**config.mk**
```make
export PLATFORM = sky130hd
export DESIGN_NAME = network_dispatcher
export DESIGN_NICKNAME = d
export VERILOG_FILES = /design/src/rtl/network_dispatcher.sv
export SDC_FILE = /design/constraint.sdc
export NUM_CORES = 1
export LEC_CHECK = 0
export CAP_MARGIN = 15
export CORE_UTILIZATION = 55
export CTS_CLUSTER_SIZE = 12
export DETAILED_ROUTE_END_ITERATION = 8
export DONT_BUFFER_PORTS = 1
export PLACE_DENSITY_LB_ADDON = 0.12
export SKIP_LAST_GASP = 1
export SLEW_MARGIN = 20
export SYNTH_ARGS = -nofsm -noshare
export SYNTH_HDL_FRONTEND = slang
export SYNTH_SLANG_ARGS = --single-unit
export TNS_END_PERCENT = 20
```
**constraint.sdc**
```tcl
create_clock -name clk -period 3.1 [get_ports clk]
set_clock_uncertainty 0.1 [all_clocks]
set_input_delay 0.62 -clock clk [delete_from_list [all_inputs] [get_ports clk]]
set_output_delay 0.62 -clock clk [all_outputs]
set_load 0.01 [all_outputs]
```
**src/rtl/network_dispatcher.sv**
```systemverilog
// network_dispatcher: one-to-four word distributor.
// Each input word is routed by in_dest into one of four first-word-fall-through
// FIFOs; every output port drains its FIFO under its own valid/ready handshake.
// A full destination queue stalls the input; no word is ever dropped.
// Optional feature macro: DISPATCH_BROADCAST_EN adds in_bcast, which writes the
// input word into all four queues at once when every queue has room.
module network_dispatcher #(
  parameter int DATA_W = 32,
  parameter int DEPTH  = 4
) (
  input  logic                                 clk,
  input  logic                                 rst,
  input  logic                                 in_valid,
  output logic                                 in_ready,
  input  logic [1:0]                           in_dest,
  input  logic [DATA_W-1:0]                    in_data,
`ifdef DISPATCH_BROADCAST_EN
  input  logic                                 in_bcast,
`endif
  output logic [3:0]                           out_valid,
  input  logic [3:0]                           out_ready,
  output logic [DATA_W-1:0]                    out_data [4],
  output logic [3:0][$clog2(DEPTH+1)-1:0]      out_level
);

  localparam int PW = $clog2(DEPTH);
  localparam int LW = $clog2(DEPTH+1);
  localparam logic [LW-1:0] FULL_LVL = LW'(DEPTH);

  // Storage is deliberately not reset; out_data gating hides stale entries.
  logic [DATA_W-1:0]    mem_q [4][DEPTH];
  logic [3:0][PW-1:0]   wr_ptr_q, wr_ptr_d;
  logic [3:0][PW-1:0]   rd_ptr_q, rd_ptr_d;
  logic [3:0][LW-1:0]   level_q, level_d;
  logic [3:0]           full_s;
  logic [3:0]           push_s;
  logic [3:0]           pop_s;
  logic                 bcast_s;
  logic                 accept_s;

`ifdef DISPATCH_BROADCAST_EN
  assign bcast_s = in_bcast;
`else
  assign bcast_s = 1'b0;
`endif

  // Per-queue full flags derived from the occupancy counters.
  always_comb begin
    full_s = 4'b0000;
    for (int i = 0; i < 4; i++) begin
      full_s[i] = (level_q[i] == FULL_LVL);
    end
  end

  // Input readiness: depends only on state, rst and in_dest/in_bcast, never on out_ready.
  always_comb begin
    in_ready = 1'b0;
    if (rst) begin
      in_ready = 1'b0;
    end else if (bcast_s) begin
      in_ready = ~|full_s;
    end else begin
      in_ready = ~full_s[in_dest];
    end
  end

  assign accept_s = in_valid & in_ready;

  // Push/pop decode and pointer/occupancy next-state for all four queues.
  always_comb begin
    push_s   = 4'b0000;
    pop_s    = 4'b0000;
    wr_ptr_d = wr_ptr_q;
    rd_ptr_d = rd_ptr_q;
    level_d  = level_q;
    for (int i = 0; i < 4; i++) begin
      push_s[i] = accept_s & (bcast_s | (in_dest == 2'(i)));
      pop_s[i]  = out_valid[i] & out_ready[i];
      if (push_s[i]) begin
        wr_ptr_d[i] = wr_ptr_q[i] + PW'(1);
      end else begin
        wr_ptr_d[i] = wr_ptr_q[i];
      end
      if (pop_s[i]) begin
        rd_ptr_d[i] = rd_ptr_q[i] + PW'(1);
      end else begin
        rd_ptr_d[i] = rd_ptr_q[i];
      end
      case ({push_s[i], pop_s[i]})
        2'b10:   level_d[i] = level_q[i] + LW'(1);
        2'b01:   level_d[i] = level_q[i] - LW'(1);
        default: level_d[i] = level_q[i];
      endcase
    end
  end

  // Pointer and occupancy registers with synchronous reset.
  always_ff @(posedge clk) begin
    if (rst) begin
      wr_ptr_q <= '0;
      rd_ptr_q <= '0;
      level_q  <= '0;
    end else begin
      wr_ptr_q <= wr_ptr_d;
      rd_ptr_q <= rd_ptr_d;
      level_q  <= level_d;
    end
  end

  // Queue storage write; push_s is already blocked during reset through in_ready.
  always_ff @(posedge clk) begin
    for (int i = 0; i < 4; i++) begin
      if (push_s[i]) begin
        mem_q[i][wr_ptr_q[i]] <= in_data;
      end
    end
  end

  // Output presentation: head word when the queue holds data, zeros otherwise.
  always_comb begin
    out_valid = 4'b0000;
    for (int i = 0; i < 4; i++) begin
      out_valid[i] = (level_q[i] != {LW{1'b0}});
      if (out_valid[i]) begin
        out_data[i] = mem_q[i][rd_ptr_q[i]];
      end else begin
        out_data[i] = {DATA_W{1'b0}};
      end
    end
  end

  assign out_level = level_q;

endmodule

```
== Word level (Yosys, flattened, before mapping) ==
Memories as Yosys holds them, arrays and structs flattened.
Index checks and enable logic that the tools add are counted.
Word-level totals
  register bits after elaboration: 28
  memory bits (writable): 512
  input bits: 41
  output and inout bits: 145
  word-level logic and storage cells: 139
  memories kept: 1
Memories
  mem_q: words 4, width 128, read ports 4, clocked after Yosys merged registers in 0, write ports 1, RTL line 31  | logic [DATA_W-1:0] mem_q [4][DEPTH];
Cells by class
  $add $sub $neg: 16
  order comparisons: 13
  equality and inequality tests: 15
  muxes and demuxes: 48
  bitwise logic cells: 18
  reductions and logical operators: 16
Operator list (number)
  2-to-1 mux 128 bit: 10
  2-to-1 mux 32 bit: 16
  OR reduction 128 bit: 3
  binary-select mux 32 bit (select 2 bit): 4
  demux 32 bit (select 2 bit): 4
  greater-or-equal comparator 3 bit (second input constant): 8
  NOT 2 -> 3 bit: 8
  case mux 3 bit (2 select lines): 4
  adder 2 x 1 -> 2 bit (second input constant): 8
  adder 3 x 1 -> 3 bit (second input constant): 4
  equality test 2 bit (second input constant): 6
  equality test 3 bit (second input constant): 4
  less-than comparator 3 x 1 -> 1 bit (second input constant): 4
  nonzero test 3 bit: 4
  subtractor 3 x 1 -> 3 bit (second input constant): 4
  equality test 2 x 1 -> 1 bit (second input constant): 5
  bitwise AND 1 bit: 9
  nonzero test 2 bit: 4
  2-to-1 mux 1 bit: 6
  2-to-1 mux 2 bit: 3
  logical AND 1 bit: 4
  less-than comparator 2 x 3 -> 1 bit (second input constant): 1
  binary-select mux 1 bit (select 2 bit): 1
  zero test 2 bit: 1
  NOT 1 bit: 1

== Longest topological paths before layout ==
Gate-level depths: netlist of the first run.
  depth after elaboration: 13
  gate-level depth with buffers: 10
  depth with buffers taken out: 9

== Worst setup path after synthesis of the first run ==
Ideal clock, no wire load.
  kind: input-to-reg
  from: input in_dest[1]
  to: memory mem_q[1][0] in the netlist's numbering (enable)
  library setup time: 392 ps
  data arrival time: 2066 ps
  data required time: 2608 ps
  slack: 542 ps
  stages on the path: 4
  buffers on the path: 1
  path through: buf_2 -> nand2b_1 -> nor3_1 -> and2_1
On the way
  longest elaborated chain between the ends: 12
  elaborated cells between the ends (all ways): 30
  classes of those cells: eq/ne (3); mux (17); bitwise (6); reduce/logical (4)
Ends and longest elaborated chain
  start, declared: RTL line 15  | input logic [1:0] in_dest,
  binary-select mux 1 bit (select 2 bit): RTL line 63  | in_ready = ~full_s[in_dest];
  2-to-1 mux 1 bit (implied by the code): RTL line 63
  NOT 1 bit: RTL line 63
  2-to-1 mux 1 bit: RTL line 58  | if (rst) begin
  bitwise AND 1 bit: RTL line 67  | assign accept_s = in_valid & in_ready;
  bitwise AND 1 bit: RTL line 77  | push_s[i] = accept_s & (bcast_s | (in_dest == 2'(i)));
  2-to-1 mux 1 bit: RTL line 113  | if (push_s[i]) begin
  2-to-1 mux 128 bit (implied by the code): RTL line 114  | mem_q[i][wr_ptr_q[i]] <= in_data;
  OR reduction 128 bit (no line)
  2-to-1 mux 2 bit (no line) or 2-to-1 mux 128 bit (tied branches) (3 in a row)
  end, declared: RTL line 31
Parallel ways exist; a longest one is shown, timed or not. The select of a mux whose other input is x is not followed.

==> results.tsv, run 1 <==
stage	metric	value	unit
run_status	status	finished, final reports clean	
clock_tree	cts_sinks	540	
detailed_routing	ant_nets	0	
yosys	synthFlopType	edfxtp_1	
detailed_routing	remaining_drc_errors	0	
detailed_routing	wl_per_cell	28.0	µm
layout	regArea	15900	µm²
floorplanning	core-area	37800	µm²
clock_tree	tritoncts	built	
floorplanning	die_w	199	µm
floorplanning	start_util	56.2	%
yosys	ys_types	41	
yosys	syn_nets	1087	
layout	multiInputGateArea	4920	µm²
yosys	ys_top_cells_by_area	edfxtp_1 72%, mux4_2 14%, nor2b_1 3.1%, dfxtp_1 2.6%, ha_1 1.2%	
critical_path	critical_path_required	2.38	ns
critical_path	critPathMaxStageDelay	0.64	ns
yosys	synth_area_leader_cell	edfxtp_1	
critical_path	r2r-start	out_level[6]$_SDFFE_PP0P_	
timing	clock.fmax	336	MHz
layout	syn_to_final_growth	13.5	%
floorplanning	die_h	199	µm
layout	fin_util	63.8	%
critical_path	crit_path_end_kind	output pin	
clock_tree	h-tree-depth	2	
timing	period_share	96.0	%
timing	period_needed	2.98	ns
layout	fin_cells	1656	
pwr	peakVddDrop	0.000462	V
place	dp_cells	1526	
hold_path	hold_path_startpoint	in_dest[0]	
critical_path	critical_path.top_delay_family	flip-flops	
grt	grt-ovfl-total	0	
clock_tree	path_clk_slew	0.06	ns
critical_path	crit_fanout	12	
grt	grt_use_total	24.7	%
critical_path	crit_chain	buf_4 > mux4_2 > nor2b_1	
timing	rsz0062_at_grt	no	
job	maxCapViolCount	0	
layout	layout-drive-gt1-share	23.5	%
timing	max-slew-margin-rel	41.3	%
detailed_routing	drtIter0Drc	835	
detailed_routing	num_vias	9879	
yosys	synth_warnings	0	
critical_path	rr_worst_depth	4	
hold_path	hold_depth	2	
floorplanning	ioPinCount	186	
critical_path	cp_slowest_cell	dfxtp_2	
hold_path	hold_path_end	wr_ptr_q[1]$_SDFFE_PP0P_	
place	pre_cts_ws	0.471	ns
hold_path	hp-class	input port to flop	
grt	grt_pass1_vias	9968	
timing	tns	0	ns
critical_path	critical_path_arrival	2.26	ns
yosys	async_flop_share	0	%
grt	grt_max_degree	35	
detailed_routing	drtPass1Iterations	5	
yosys	yosysSeqAreaShare	74.9	%
floorplanning	row_count	71	
clock_tree	cts.path.max_buffers	3	
clock_tree	cts_buffers	54	
floorplanning	dieArea	39500	µm²
place	dp_hpwl	29.0	mm
yosys	syn_inst	1022	
yosys	synth_top_area_share	72.2	%
clock_tree	insertion_delay	0.60	ns
detailed_routing	drt_wl_total	46.4	mm
layout	num-fill-cells	2627	
timing	tightest_slew	0.877	ns
timing	holdWs	0.118	ns
yosys	synthesis.area	21300	µm²
timing	fin_ws	0.124	ns
critical_path	path_class	flop to output pin	
place	io_buffers	0	
yosys	ys_ff_latch	540	
grt	antenna_found_initial	2	
critical_path	ff2ff_setup_slack	0.55	ns
timing	hold_violations	0	
critical_path	cp.buffers_inverters	1	
timing	slew_violations	0	
yosys	avgSynthCellArea	20.8	µm²
layout	layout.nets	1178	
clock_tree	cts_setup_buffers	0	
clock_tree	cts-root-buf	clkbuf_16	
place	finalWeightedCongestion	0.772	
critical_path	cp-start-kind	flop	
grt	grt_pass1_wl	68.2	mm
detailed_routing	viasPerCell	5.97	
pwr	p_leak	7.60	nW
timing	setup_viol	0	
pwr	p_per_area	633	nW/µm²
yosys	synth_edf_count	512	
critical_path	r2r-end	mem_q[2][67]$_DFFE_PP_	
-- how the worst max path moves through the flow --
stage	to	cells after the start	start
after CTS	out_data[78]	3	rd_ptr_q[2]$_SDFFE_PP0P_
final	out_data[78]	3	rd_ptr_q[2]$_SDFFE_PP0P_
after global routing	out_data[78]	3	rd_ptr_q[2]$_SDFFE_PP0P_
after floorplan	mem_q[1][0]$_DFFE_PP_	4	in_dest[1]
after global placement	out_level[2]$_SDFFE_PP0P_	9	rst
after detailed placement	mem_q[2][66]$_DFFE_PP_	4	rst
-- cell usage in the layout, fill, tap and decap left out, types with 2 or more instances in the layout --
cell / instances
nor3b_2: 4
nand2b_1: 2
mux2i_1: 4
buf_4: 21
or3_1: 4
nor3_4: 2
o31ai_1: 5
o311ai_0: 4
nand2_1: 5
edfxtp_1: 512
nor3_2: 2
and3_2: 4
and2_2: 12
buf_12: 21
mux4_2: 128
mux2_1: 2
clkbuf_8: 2
nor2_1: 26
clkbuf_16: 54
ha_1: 20
and2b_1: 25
xor2_1: 16
o21ai_0: 5
clkbuf_1: 18
a21oi_1: 9
fa_1: 4
nor2b_1: 104
inv_1: 33
dfxtp_2: 8
dlygate4sd3_1: 42
clkinv_2: 2
nor4b_4: 2
dfxtp_1: 20
nand3_1: 2
inv_6: 2
clkinv_1: 6
-- per-stage QoR --
step / power, W / cell area, µm²
floorplan: 0.00919 / 21300
global placement: 0.00950 / 22200
detailed placement: 0.00951 / 22200
CTS: 0.0154 / 24200
global route: 0.0158 / 24200
finish: 0.0153 / 24200
-- synthesized netlist by cell type, types with 13 or more instances --
cell,number
buf_6,13
nor2b_1,104
dfxtp_1,28
ha_1,20
and2b_1,25
xor2_1,16
clkbuf_1,13
edfxtp_1,512
mux4_2,128
nor2_1,26
buf_2,17
inv_1,33
-- final cells by class --
cell class / count / share of cell area (%)
Antenna cell: 1 / 0.0104
Multi-Input combinational cell: 400 / 20.4
Clock inverter: 13 / 0.342
Clock buffer: 74 / 5.99
Timing Repair Buffer: 84 / 4.13
Tap cell: 511 / 2.65
Inverter: 33 / 0.513
Sequential cell: 540 / 66.0
-- per-layer routing --
layer	vias up	GRT usage [%]	routed length [µm]	part of all wire, %
li1	4217	-	-	-
met1	5231	37.4	20500	44
met2	383	37.3	21800	47
met3	48	5.32	3500	7.5
met4	0	5.21	635	1.4
met5	-	0	0	0
-- where the power goes --
| group | leakage [nW] | internal (W) | switching (W) | total, W |
|---|---|---|---|---|
| sequential | 4.84 | 0.00805 | 0.0000763 | 0.00813 |
| clock | 0.739 | 0.00323 | 0.00259 | 0.00581 |
| combinational | 2.02 | 0.000538 | 0.000826 | 0.00136 |
| total | 7.60 | 0.0118 | 0.00349 | 0.0153 |
-- sequential cells by signal, summed over array words and instances, names as in the netlist --
register / count
rd_ptr_q: 8
out_level: 12
mem_q: 512
wr_ptr_q: 8
-- timing repair --
item                       in CTS  in global routing
hold buffers                   42                  0
resized for setup               1                  0
hold endpoints to repair      513                  0
setup endpoints to repair      10                  0
-- kinds of logic (layout without fill, tap and decap cells) --
logic type	Yosys count	count (layout)	share of synthesized area (%)
muxes	135	135	13.9
adders and majority gates	24	24	1.55
DFF	540	540	74.9
AOI/OAI and AO/OA	25	25	0.747
and+or+nand+nor	200	200	6.04
xor gates and xnor gates	16	16	0.658
other	0	1	0
buffers and inverters	82	204	2.23
No activity file was read; power rests on OpenSTA's default activity.
==> inputs of run 2 (changes only) <==
- clock period: 3.1 -> 3.8 ns (I/O delays scaled with it)
==> results.tsv, run 2 (synthesized netlist as in run 1, its figures left out) <==
stage	metric	value	unit	change
grt	busiest_layer	met2		
timing	rsz0062_at_grt	no		
critical_path	cp.buffers_inverters	1		unchanged
place	dp_hpwl	28.6	mm	-1.3%
grt	grt_use_met1	32.3	%	-5.0 points
hold_path	hp-class	input port to flop		
grt	grt_pass1_wl	65.5	mm	-3.9%
layout	diodes	0		-1
grt	grtUsageMet3	5.51	%	+0.19 points
pwr	p_per_area	528	nW/µm²	-17%
layout	layout_common_cells	512 x edfxtp_1, 128 x mux4_2, 104 x nor2b_1		
timing	clock.fmax	304	MHz	
timing	period_needed	3.29	ns	
run_status	status	finished, final reports clean		
clock_tree	tritoncts	built		
detailed_routing	viasPerCell	5.91		-0.86%
grt	grt-ovfl-total	0		unchanged
grt	grt_max_degree	34		-2.9%
clock_tree	cts_setup_buffers	0		unchanged
layout	layout-drive-gt1-share	24.3	%	+0.74 points
timing	tns	0	ns	unchanged
layout	syn_to_final_growth	10.5	%	
detailed_routing	drtIter0Drc	651		-22%
clock_tree	cts_resized	0		-1
critical_path	crit_chain	buf_4 > mux4_2 > and2b_1		
floorplanning	core-area	37800	µm²	unchanged
floorplanning	dieArea	39500	µm²	unchanged
detailed_routing	wl_per_cell	27.3	µm	-2.6%
grt	grt_pass1_vias	10000		+0.33%
timing	setup_viol	0		unchanged
pwr	peakVddDrop	0.000387	V	-16%
critical_path	cp_slowest_cell	dfxtp_2		
floorplanning	row_count	71		unchanged
critical_path	critical_path.top_delay_family	flip-flops		
floorplanning	start_util	56.2	%	unchanged
place	finalWeightedCongestion	0.764		-1.1%
place	pre_cts_ws	0.908	ns	+0.437 ns
detailed_routing	num_vias	9534		-3.5%
layout	fin_area	23500	µm²	-2.7%
clock_tree	cts_buffers	54		unchanged
detailed_routing	remaining_drc_errors	0		unchanged
timing	max-slew-margin-rel	32.8	%	-8.6 points
floorplanning	die_h	199	µm	unchanged
clock_tree	cts.path.max_buffers	3		unchanged
critical_path	critPathMaxStageDelay	0.71	ns	+0.07 ns
critical_path	critical_path_required	2.94	ns	+0.56 ns
detailed_routing	ant_nets	0		unchanged
floorplanning	die_w	199	µm	unchanged
critical_path	critical_path_arrival	2.43	ns	+0.17 ns
layout	fin_cells	1612		-2.7%
grt	met2_usage	37.5	%	+0.18 points
clock_tree	ctsHoldBuffers	0		-100%
grt	antenna_found_initial	0		-2
clock_tree	cts-root-buf	clkbuf_16		
layout	largest_reg_flops	512		unchanged
timing	fin_ws	0.511	ns	+0.387 ns
critical_path	cp-start-kind	flop		
timing	slew_violations	0		unchanged
critical_path	path_class	flop to output pin		
layout	fin_util	62.1	%	-1.7 points
grt	grt_use_total	23.4	%	-1.3 points
timing	hold_violations	0		unchanged
pwr	p_leak	7.39	nW	-2.8%
clock_tree	cts_sinks	540		unchanged
clock_tree	insertion_delay	0.59	ns	about the same
clock_tree	h-tree-depth	2		unchanged
layout	mostFrequentLayoutCell	edfxtp_1		
floorplanning	ioPinCount	186		unchanged
timing	period_share	86.6	%	
detailed_routing	drtPass1Iterations	4		-1
place	place_area	21900	µm²	-1.2%
clock_tree	path_clk_slew	0.06	ns	about the same
layout	layout.nets	1135		-3.7%
timing	tightest_slew	1.01	ns	+0.131 ns
detailed_routing	drt_wl_total	44.0	mm	-5.2%
critical_path	crit_fanout	16		+4
job	maxCapViolCount	0		unchanged
critical_path	crit_path_end_kind	output pin		
place	dp_cells	1525		-0.066%
place	io_buffers	0		unchanged
## run 2: metrics by stage
step / total power [W] / hold slack (ns)
6_report: 0.0124 / 0.128
3_3_place_gp: 0.00771 / 0.384
3_5_place_dp: 0.00772 / 0.400
5_1_grt: 0.0128 / 0.116
2_1_floorplan: 0.00749 / 0.368
4_1_cts: 0.0125 / 0.0973
## run 2: final timing paths
check                                   to  cells past startpoint                 startpoint  slack [ns]
setup reg to reg     mem_q[2][4]$_DFFE_PP_                      4  out_level[6]$_SDFFE_PP0P_        1.25
setup / recovery               out_data[4]                      3   rd_ptr_q[6]$_SDFFE_PP0P_        0.51
hold / removal    rd_ptr_q[0]$_SDFFE_PP0P_                      1                        rst        0.13
hold reg to reg   wr_ptr_q[1]$_SDFFE_PP0P_                      2   wr_ptr_q[1]$_SDFFE_PP0P_        0.41
## run 2: area by class of cell
class / count / area, µm²
inverter: 33 / 124
sequential: 540 / 15900
tap: 511 / 639
clock buffer: 77 / 1510
fill: 2675 / 14300
multi-input combinational: 400 / 4920
timing repair buffer: 41 / 308
clock inverter: 10 / 71.3
## run 2: metal layers
metal	part of all wire, %	vias up
li1	-	4129
met1	42	5052
met2	49	304
met3	7.1	49
met4	1.9	0
met5	0	-
## run 2: where the power goes
part           total (W)  internal, W  switching, W
logic           0.000936     0.000382      0.000554
clock network    0.00485      0.00280       0.00206
registers        0.00663      0.00657     0.0000656
==> inputs of run 3 (changes only) <==
- CORE_MARGIN: default -> 5
- clock period: 3.8 -> 3.24 ns (I/O delays scaled with it)
==> results.tsv, run 3 (synthesized netlist as in run 1, its figures left out) <==
stage	metric	value	unit	change
run_status	status	finished, final reports clean		
layout	syn_to_final_growth	10.7	%	
floorplanning	core-area	38500	µm²	+1.6%
layout	fin_util	61.3	%	-0.86 points
layout	layout-drive-gt1-share	22.7	%	-1.5 points
detailed_routing	num_vias	9264		-2.8%
critical_path	crit_fanout	28		+12
detailed_routing	wl_per_cell	25.1	µm	-8.1%
timing	tns	0	ns	unchanged
clock_tree	cts-root-buf	clkbuf_16		
detailed_routing	viasPerCell	5.73		-3.1%
layout	multiInputGateArea	4910	µm²	-0.20%
grt	grt_pass1_vias	9817		-1.8%
timing	period_share	90.0	%	
timing	rsz0062_at_grt	no		
grt	antenna_found_initial	0		unchanged
grt	grt_use_total	19.5	%	-3.9 points
clock_tree	h-tree-depth	2		unchanged
layout	layout.nets	1126		-0.79%
layout	regArea	15900	µm²	about the same
pwr	p_per_area	621	nW/µm²	+17%
detailed_routing	drtIter0Drc	605		-7.1%
floorplanning	die_h	207	µm	+4.0%
grt	grt-ovfl-total	0		unchanged
place	io_buffers	0		unchanged
critical_path	critical_path_arrival	2.17	ns	-0.26 ns
layout	num-fill-cells	2753		+2.9%
timing	hold_violations	0		unchanged
detailed_routing	remaining_drc_errors	0		unchanged
clock_tree	path_clk_slew	0.06	ns	about the same
place	finalWeightedCongestion	0.739		-3.3%
grt	grt_pass1_wl	61.7	mm	-5.8%
clock_tree	cts_sinks	540		unchanged
floorplanning	row_count	72		+1.4%
floorplanning	ioPinCount	186		unchanged
clock_tree	cts_resized	0		unchanged
critical_path	cp-start-kind	flop		
critical_path	crit_path_end_kind	output pin		
floorplanning	dieArea	42700	µm²	+8.2%
detailed_routing	ant_nets	0		unchanged
clock_tree	cts.path.max_buffers	3		unchanged
job	maxCapViolCount	0		unchanged
layout	mostFrequentLayoutCell	edfxtp_1		
critical_path	critical_path_required	2.49	ns	-0.45 ns
timing	period_needed	2.92	ns	
place	dp_hpwl	25.3	mm	-11%
timing	setup_viol	0		unchanged
floorplanning	die_w	207	µm	+4.0%
timing	tightest_slew	0.534	ns	-0.474 ns
clock_tree	cts_buffers	55		+1.9%
timing	max-slew-margin-rel	64.1	%	+31 points
layout	diodes	0		unchanged
pwr	peakVddDrop	0.000373	V	-3.6%
layout	layout_common_cells	512 x edfxtp_1, 128 x mux4_2, 104 x nor2b_1		
layout	largest_reg_flops	512		unchanged
detailed_routing	drt_wl_total	40.6	mm	-7.8%
hold_path	hp-class	input port to flop		
clock_tree	insertion_delay	0.58	ns	about the same
detailed_routing	drtPass1Iterations	4		unchanged
timing	slew_violations	0		unchanged
floorplanning	start_util	55.3	%	-0.91 points
timing	clock.fmax	343	MHz	
clock_tree	tritoncts	built		
critical_path	path_class	flop to output pin		
pwr	p_leak	7.38	nW	about the same
grt	grt_max_degree	34		unchanged
==> run 3: what timing repair did <==
item,CTS,global route
buffers inserted,0,0
hold buffers,1,0
hold endpoints to repair,6,0
==> run 3: final cells by class <==
| type | count | area share (%) |
|---|---|---|
| clock inverter | 14 | 0.483 |
| clock buffer | 81 | 6.48 |
| tap | 518 | 2.75 |
| multi-input combinational | 400 | 20.8 |
| sequential | 540 | 67.6 |
| timing repair buffer | 31 | 1.32 |
| inverter | 33 | 0.526 |
==> run 3: power breakdown <==
| part | switching, W | leakage [nW] | internal (W) |
|---|---|---|---|
| clock network | 0.00242 | 0.800 | 0.00339 |
| registers | 0.0000664 | 4.84 | 0.00770 |
| logic | 0.000603 | 1.74 | 0.000449 |
| total | 0.00309 | 7.38 | 0.0115 |
==> run 3: worst paths after layout <==
kind                                   from                    endpoint  slack, ns  cells after the start
setup / recovery   rd_ptr_q[6]$_SDFFE_PP0P_                 out_data[6]       0.32                      3
hold / removal                          rst  out_level[11]$_SDFFE_PP0P_       0.03                      1
setup reg to reg  out_level[5]$_SDFFE_PP0P_   out_level[5]$_SDFFE_PP0P_       0.69                      9
hold reg to reg    wr_ptr_q[3]$_SDFFE_PP0P_    wr_ptr_q[3]$_SDFFE_PP0P_       0.40                      2
==> run 3: worst max-delay path: stages, from the launching register on <==
cell,delay (ns)
dfxtp_2,0.48
buf_12,0.28
mux4_2,0.57
and2b_1,0.21
==> run 3: metrics by stage <==
step                      instance area (µm²)  power (W)  instances  worst slack, ns  hold slack (ns)
after floorplan                         21300    0.00879       1022            0.654            0.368
after global placement                  21900    0.00899       1521            0.619            0.385
after detailed placement                21900    0.00901       1521            0.598            0.392
after CTS                               23600     0.0148       1617            0.256        0.0000593
after global routing                    23600     0.0152       1617            0.213          0.00531
final                                   23600     0.0146       1617            0.324           0.0309
==> run 3: per-layer routing <==
layer  wire [µm]  track usage (%)  up-vias  share of wire (%)
li1            -                -     4108                  -
met1       16200             25.8     4890                 40
met2       20800             32.5      205                 51
met3        2890             5.61       61                7.1
met4         731             4.86        0                1.8
met5           0                0        -                  0
==> patch, RTL diff (config.mk and constraints of run 3) <==
Reset style: asynchronous (`rst`), changed in one clocked block. Comments in the files are not updated.
--- a/src/rtl/network_dispatcher.sv
+++ b/src/rtl/network_dispatcher.sv
@@ -95,7 +95,7 @@
   end
 
   // Pointer and occupancy registers with synchronous reset.
-  always_ff @(posedge clk) begin
+  always_ff @(posedge clk or posedge rst) begin
     if (rst) begin
       wr_ptr_q <= '0;
       rd_ptr_q <= '0;
Behaviour: differs if rst is asserted again (counterexample within 4 cycles, from zero or initial values and one cycle with rst high); with rst held inactive, the same outputs for 4 cycles.
==> patch against run 3 <==
  * Setup slack got worse by 0.26 ns
  * Cell area down 0.48%
  * Sequential cell count did not move
  * Count of clock-buffer cells in the layout down 10
  * Area after synthesis shrank 0.94%
  * Wire length increased by 12%
Power is not compared: it rests on default switching activity, and its combinational part moved more than twofold at a synthesized area within 25%.
==> patch: results (changes against run 3) <==
CTS
The clock slew at the register clock pins of the worst setup and hold paths came to 0.06 ns (about the same). The total setup buffers inserted after CTS came to 0 (unchanged). The total CTS buffers is 54 (-1.8%). The total of hold buffers inserted after clock tree synthesis is 1 (unchanged). The CTS H-tree depth is 2 (unchanged). The maximum buffer depth of the clock tree is 3 (unchanged). The latest clock arrival within the worst-skew pair is 0.58 ns (about the same).

The clock tree root driver cell is clkbuf_16. The quantity of gates resized following cts was 0 (unchanged).

Route
The ratio of routed vias to standard cells was 6.02 (+5.1%). The first-iteration detailed-routing DRC count was 803 (+33%). The first-pass detailed-route iteration total is 6 (+2). The routed wirelength normalized by instance count is 29.2 um (+16%). The total wire length after detailed routing is 45500 um (+12%).

Synthesis
The async set-reset flop share out of synthesis is 0.0519 (+0.0519). The sequential element share of the synthesized area came to 0.762 (+0.0138). The number of synthesized flops with an enable pin is 512 (unchanged).

Sorting the synthesized cells by area gives the leading types as edfxtp_1, mux4_2, and2_1. The total of warnings raised by yosys is 0 (unchanged). The number of library cell types mapped by synthesis is 29 (-29%). The average instance area after synthesis came to 21.7 um2 (+4.0%).

The net count after synthesis is 1038 (-4.5%). The commonest cells after synthesis are edfxtp_1, and2_1, mux4_2, dfrtp_1, inv_1.

Pwr
Across the VDD grid, the largest voltage drop is 0.689 mV. The standby leakage power is 7.59 nW. For this design the total switching power over the nets is 5.97 mW.

Timing
The relative slew slack is 0.403 (-0.238). The final total negative setup slack is 0 ns (unchanged). The final clock period utilization by the worst path is 0.980 (+0.0794).

Global route
The largest net degree at the start of global routing is 35 (+2.9%). The initial antenna violation count came to 0 (unchanged). The via count of the first global-routing pass is 9837 (+0.20%). The global-route wire length before repair came to 67200 um (+8.8%).

The combined global-route utilization of all metal layers is 0.221 (+0.0260).

Placement
The post-placement worst setup slack is 0.573 ns (-0.0253 ns). The number of buffer cells added on primary ports is 0 (unchanged). The placer's final routability congestion estimate is 0.717 (-3.0%). The post-placement cell count is 1479 (-2.8%). The sum of net half-perimeters after detailed placement is 28300 um (+12%). The cell area after placement is 0.0219 mm2 (about the same).

Worst setup path
The cell with the largest stage delay on the worst path is or3_2. The maximum fanout encountered on the critical timing path was 19 (-32%). The largest stage delay on the critical path was 0.79 ns (+0.22 ns). The family with the most delay on the worst path is simple AND/OR/NAND/NOR gates. The endpoint arrival time on the critical path is 2.43 ns (+0.26 ns).

Final layout
The final-stage net count is 1090 (-3.2%). The proportion of layout cells with a drive suffix above 1 is 0.257 (+0.0294). The flip-flop count of the largest register after layout was 512 (unchanged). The count of antenna diodes in the layout is 0 (unchanged).

Min path
The path class of the tightest hold or removal check is input pin to register.

Run status
The run finished with clean final reports.
patch: changes by cell type after synthesis, sizes merged, moves of 6 or more:
cell	before	now
xnor2	0	12
and2b	25	0
nor2	26	6
dfrtp	0	28
dfxtp	28	0
clkbuf	13	24
and2	12	148
buf	36	24
a21oi	9	0
nor2b	104	0
inv	33	27
patch: layout make-up:
type	instances	area (um2)
multi-input combinational	358	4690
fill	2572	14300
inverter	27	104
tap	511	639
timing repair buffer	44	395
sequential	540	16100
clock buffer	71	1440
clock inverter	11	108
patch: power by group through the flow:
stage          sequential [mW]  clock, mW  combinational (mW)
3_3_place_gp              8.72          0                5.50
2_1_floorplan             8.36          0                4.29
3_5_place_dp              8.74          0                5.51
4_1_cts                   8.60       5.75                5.54
5_1_grt                   8.65       6.07                5.85
6_report                  8.59       5.63                5.39
patch: path summary, 6_finish.rpt:
check / startpoint / to / slack (ns) / cells past startpoint
min reg2reg: rd_ptr_q[4] / rd_ptr_q[4] / 0.44 / 1
min in group asynchronous: rst / out_level[2] / 0.50 / 3
max in group asynchronous: rst / rd_ptr_q[3] / 2.22 / 3
max reg2reg: out_level[3] / out_level[5] / 0.64 / 8
min: in_data[27] / mem_q[3][91] / 0.05 / 0
max: out_level[3] / out_data[83] / 0.07 / 3
patch: kinds of logic (layout without fill, tap and decap cells):
family,after synthesis,after routing,synth area share
mux,136,136,0.141
buf+inv,75,153,0.0161
fa+ha+maj,24,24,0.0157
xor+xnor,24,24,0.00997
compound gates,5,5,0.00374
flops,540,540,0.762
simple gates,169,169,0.0510
patch: layer usage:
layer,global-route usage,routed length [um],vias up,share of wire
li1,-,-,3944,-
met1,0.324,19000,5044,0.42
met2,0.341,21600,376,0.48
met3,0.0586,4200,45,0.092
met4,0.0516,642,0,0.014
met5,0,0,-,0
